===== src/rtl/window_gen_pkg.sv =====
// Shared types and window geometry for the 3x3 window generator.
package window_gen_pkg;

   typedef enum logic {
      FILL = 1'b0,
      RUN  = 1'b1
   } state_t;

   localparam int WIN_ROWS = 3;
   localparam int WIN_COLS = 3;
   localparam int WIN_PIX  = WIN_ROWS * WIN_COLS;

   // Pixel slot of (row, col) in the row-major window, top-left first.
   function automatic int win_idx(input int row, input int col);
      return row * WIN_COLS + col;
   endfunction

endpackage


===== src/rtl/window_gen.sv =====
// Builds 3x3 pixel windows from a stream of 3-pixel columns.
// Windows never straddle a line boundary.
module window_gen
   import window_gen_pkg::*;
#(
   parameter int LINE_WIDTH = 1280,
   parameter int DATA_WIDTH = 8
) (
   input  logic                                clk,
   input  logic                                rst,
   input  logic                                in_valid,
   input  logic [WIN_ROWS*DATA_WIDTH-1:0]      in_data,
   output logic                                out_valid,
   output logic [WIN_PIX*DATA_WIDTH-1:0]       out_data,
   output logic [$clog2(LINE_WIDTH)-1:0]       out_col,
   output logic                                out_eol
);

   localparam int CW = $clog2(LINE_WIDTH);
   localparam int PW = WIN_ROWS * DATA_WIDTH;
   localparam logic [CW-1:0] LAST = CW'(LINE_WIDTH - 1);
   localparam logic [CW-1:0] ONE  = CW'(1);

   if (LINE_WIDTH < 3) begin : g_bad_width
      $fatal(1, "window_gen: LINE_WIDTH must be at least 3");
   end

   logic [PW-1:0] c0, c1, c2;
   logic [CW-1:0] col;
   state_t        state;
   logic [PW-1:0] win_col [WIN_COLS];

   always_ff @(posedge clk) begin
      if (rst) begin
         c0        <= '0;
         c1        <= '0;
         c2        <= '0;
         col       <= '0;
         state     <= FILL;
         out_valid <= 1'b0;
         out_col   <= '0;
         out_eol   <= 1'b0;
      end else begin
         out_valid <= 1'b0;
         out_col   <= '0;
         out_eol   <= 1'b0;
         if (in_valid) begin
            c0  <= c1;
            c1  <= c2;
            c2  <= in_data;
            col <= (col == LAST) ? '0 : col + ONE;
            unique case (state)
               FILL: if (col == ONE) state <= RUN;
               RUN:  if (col == LAST) state <= FILL;
            endcase
            // RUN holds exactly for columns 2..LINE_WIDTH-1 of a line.
            if (state == RUN) begin
               out_valid <= 1'b1;
               out_col   <= col - ONE;
               out_eol   <= (col == LAST);
            end
         end
      end
   end

   assign win_col[0] = c0;
   assign win_col[1] = c1;
   assign win_col[2] = c2;

   // Window is taken from the column registers, gated by the registered valid.
   always_comb begin
      out_data = '0;
      if (out_valid) begin
         for (int r = 0; r < WIN_ROWS; r++) begin
            for (int c = 0; c < WIN_COLS; c++) begin
               out_data[win_idx(r, c)*DATA_WIDTH +: DATA_WIDTH] =
                  win_col[c][r*DATA_WIDTH +: DATA_WIDTH];
            end
         end
      end
   end

endmodule


===== config.mk =====
export PLATFORM = sky130hd
export DESIGN_NAME = window_gen
export DESIGN_NICKNAME = d
export VERILOG_FILES = /design/src/rtl/window_gen_pkg.sv /design/src/rtl/window_gen.sv
export SDC_FILE = /design/constraint.sdc
export NUM_CORES = 1
export LEC_CHECK = 0
export BUFFER_PORTS_ARGS = -buffer_cell sky130_fd_sc_hd__buf_2
export CORE_MARGIN = 2
export CORE_UTILIZATION = 40
export DETAILED_ROUTE_END_ITERATION = 8
export GPL_ROUTABILITY_DRIVEN = 0
export SLEW_MARGIN = 15
export SYNTH_ARGS = -nofsm -noshare
export SYNTH_HDL_FRONTEND = slang
export SYNTH_SLANG_ARGS = --single-unit

===== constraint.sdc =====
create_clock -name clk -period 1.9 [get_ports clk]
set_input_delay 0.095 -clock clk [delete_from_list [all_inputs] [get_ports clk]]
set_output_delay 0.095 -clock clk [all_outputs]
set_load 0.005 [all_outputs]

# Word-level counts from Yosys, hierarchy flattened
# Cells that the tools add are included.
# totals
output_inout_bits,85
romBits,0
mem_count,0
ff_bits,97
latchBits,0
ram_bits,0
# op_classes
bitwise_logic,2
shifts,0
div_mod_pow,0
order_cmp,0
n_mux,6
n_mul,0
eq_ne,2
n_reduce_logical,2
add_sub_neg,2
# ops
operator,n
$mux 72,1
$add 11x1->11 const B,1
$eq 11x1->1 const B,1
$eq 11x11->1 const B,1
$mux 11,1
$sub 11x1->11 const B,1
$mux 1,3
$reduce_or 3->1,1
$not 1->1,2
$pmux 1 s2,1
$reduce_or 2->1,1

# Longest topological paths before layout
# logic_depth
depth_word,3
ltp_mapped,6

# Worst setup path before layout
# OpenSTA, ideal clock, no wires.
# synth_timing
path_kind,flip-flop to flip-flop
from,register col[0]
to,register out_col[6]
stages_incl_launch_ff,7
arrival_time_ps,1596
slack_ps,234
n_path_buf,1
required_ps,1830
period_less_slack_ps,1666
cell_sequence,dfxtp_1 > inv_1 > ha_1 > or3b_1 > clkbuf_1 > or4_1 > a21oi_1
# synth_via
elab_chain_cells,1
# synth_lines
item,line_no,source
from (decl),window_gen.sv:29,logic [CW-1:0] col;
from (signal assigned),window_gen.sv:51,col <= (col == LAST) ? '0 : col + ONE;
$sub 11x1->11,window_gen.sv:59,out_col <= col - ONE;
to (signal assigned),window_gen.sv:59,
to (decl),window_gen.sv:15,"output logic [$clog2(LINE_WIDTH)-1:0] out_col,"
# No other way between the ends.
# A chain may end at the register's enable or synchronous reset.

# Final worst setup path
# layout_timing
from,register col[5]
to,register out_col[9]
# Same word-level chain as after synthesis.

==> results.ini <==
[status]
status = finished, final reports clean

[floorplan]
core_area_sq_um = 9820
io_pins = 112
die_w_um = 105
die-area_sq_um = 11000
initial_utilization = 0.416
row_count = 36
die_y_um = 105

[power_and_ir_drop]
power_frac_seq = 0.566
irDropWorstVdd_mv = 0.380
p_per_area_nw_per_um2 = 731
comb_power_share = 0.084
sw_frac_of_total = 0.234
internal_power_mw = 2.90
power.switching_mw = 0.886
leakage_nw = 2.55
p_clk_frac = 0.349

[routing]
drtIter0Drc = 91
vias = 3316
avgViaCountPerCell = 4.78
ant_nets = 0
dr.pass1.iters = 4
wl_per_cell_um = 12.8
drc = 0
wl_mm = 8.84

[placed_design]
port_buffers = 111
dp_hpwl_mm = 5.66
place_inst = 653
dpl_cell_area_sq_um = 4740

[global_route]
antenna_found_initial = 0
grt_usage = 0.165
grt_pass1_vias = 3185
grt_max_degree = 78
grt_pass1_wl_mm = 14.9
gr-total-overflow = 0

[clock_network]
cts_root_buf = clkbuf_8
tritoncts = built
cts_buffers = 9
clk_path_buf_depth = 2
htreeDepth = 3
clock_sinks = 97
insertion_delay_ps = 350
post-cts-setup-buffer-count = 0
clkSlewWorstSetupHoldPaths_ps = 90

[logic_synthesis]
yosys-top-cells-count = dfxtp_1 (97), nor2_1 (79), and2_1 (73), mux2i_1 (72), clkbuf_1 (21)
yosysTopAreaCell = dfxtp_1
syn_area_sq_um = 4080
syn-num-nets = 466
synth.yosys.seq_area_share = 0.476
yosys_warnings = 0
synthArstFlopShare = 0
synth_most_common_cell = dfxtp_1
ys_ff_latch = 97
synth_top_area_frac = 0.476
netlist_instances = 436
synth_edf_count = 0
synthFlopType = dfxtp_1
syn_area_per_cell_sq_um = 9.36
synth_area_leaders = dfxtp_1 (48%), mux2i_1 (18%), and2_1 (11%)
synth_cell_types = 33

[sta]
finalMaxSlewViolations = 0
fmax_mhz = 558
rsz0062_at_grt = no
finalSetupViolCount = 0
worstMarginPinSlew_ps = 804
worst_clock_skew_ps = 7.65
layout_min_cycle_time_ps = 1790
finalCritPeriodShare = 0.943
fin_tns_setup_ps = 0
slew-limit-headroom = 0.464
whs_ps = 74.8
finalHoldViolCount = 0

[setup_path]
cp-start-kind = register
crit_chain = or4_1, or4_1, a21oi_1
cp_slowest_cell = or4_1
timing_worst_setup_path_type = reg2reg
critPathTopFamily = simple AND/OR/NAND/NOR gates
cp_data_required_time_ps = 2180
cp.arrival_ps = 2070
worst_setup_path_end_kind = register
slowest_delay_ps = 670
critPathMaxFanout = 11
crit_top_cell = or4_1
critPathBufInv = 0

[finish]
instances_no_fill = 693
fin_area_sq_um = 5180
area_growth_syn_to_layout_pct = 27.0
drive_above_1_share = 0.248
nNetsFinal = 585
n_antenna_cell = 0
utilization = 0.528

[hold_path]
hold_path.class = in2reg

[job]
cap_violations = 0

## placed cells by master (no fill, tap or decap), drive strengths merged, types with 5 or more instances in the layout
| cell | n |
|---|---|
| or4 | 6 |
| clkbuf | 11 |
| and2 | 73 |
| a21oi | 11 |
| dfxtp | 97 |
| dlygate4sd3 | 24 |
| nor2 | 79 |
| or3 | 6 |
| o21ai | 8 |
| buf | 119 |
| mux2i | 72 |
| nand2 | 5 |
| o31ai | 5 |
## power by group through the flow
| stage | registers (mW) | logic [mW] | clock network, mW |
|---|---|---|---|
| after floorplan | 2.18 | 0.213 | 0 |
| after global placement | 2.19 | 0.276 | 0 |
| after detailed placement | 2.19 | 0.281 | 0 |
| after CTS | 2.15 | 0.319 | 1.38 |
| after global routing | 2.16 | 0.356 | 1.46 |
| final | 2.15 | 0.320 | 1.32 |
## stage by stage
step	power, mW	setup slack [ps]
finish	3.79	108
global route	3.98	37.7
CTS	3.85	107
detailed placement	2.48	132
global placement	2.47	172
floorplan	2.39	234
## worst reg2reg max path, cell delays in order (launching register included)
cell     delay [ps]
dfxtp_1         400
or4_1           670
or4_1           510
a21oi_1         150
## metal layers
metal  global-route usage  wire length [um]  share of wire
met5                    0                 0              0
met4               0.0571                78         0.0088
met3               0.0480               497          0.056
met2                0.273              4210           0.48
met1                0.204              4050           0.46
## flip-flops by register name, indices dropped and copies added, names as in the netlist
name       flops
out_eol        1
c2            24
out_valid      1
col           11
c0            24
state          1
c1            24
out_col       11
## what timing repair did
action                                  4_1_cts  5_1_grt
gates resized for setup                       0        1
hold buffers                                 24        0
endpoints found under the hold margin        24        0
endpoints found under the setup margin        0        1
## layout make-up
class	instances	area, sq um
fill	947	4640
multi-input combinational	300	1980
sequential	97	1940
timing repair buffer	143	883
tap	133	166
clock buffer	11	141
clock inverter	5	55.1
inverter	4	15.0
## worst paths after layout
path | startpoint | to | slack (ps) | depth (start not counted)
max | col[5] | out_col[9] | 110 | 3
min | rst | state | 70 | 4
max reg2reg | col[5] | out_col[9] | 110 | 3
min reg2reg | state | state | 470 | 1
## cell families after synthesis
| group | share of synthesized area |
|---|---|
| muxes | 0.177 |
| xor gates and xnor gates | 0.0107 |
| buffers and inverters | 0.0402 |
| AOI/OAI and AO/OA | 0.0484 |
| DFF | 0.476 |
| adders and majority gates | 0.00920 |
| and+or+nand+nor | 0.239 |
No activity file was read; power rests on OpenSTA's default activity.
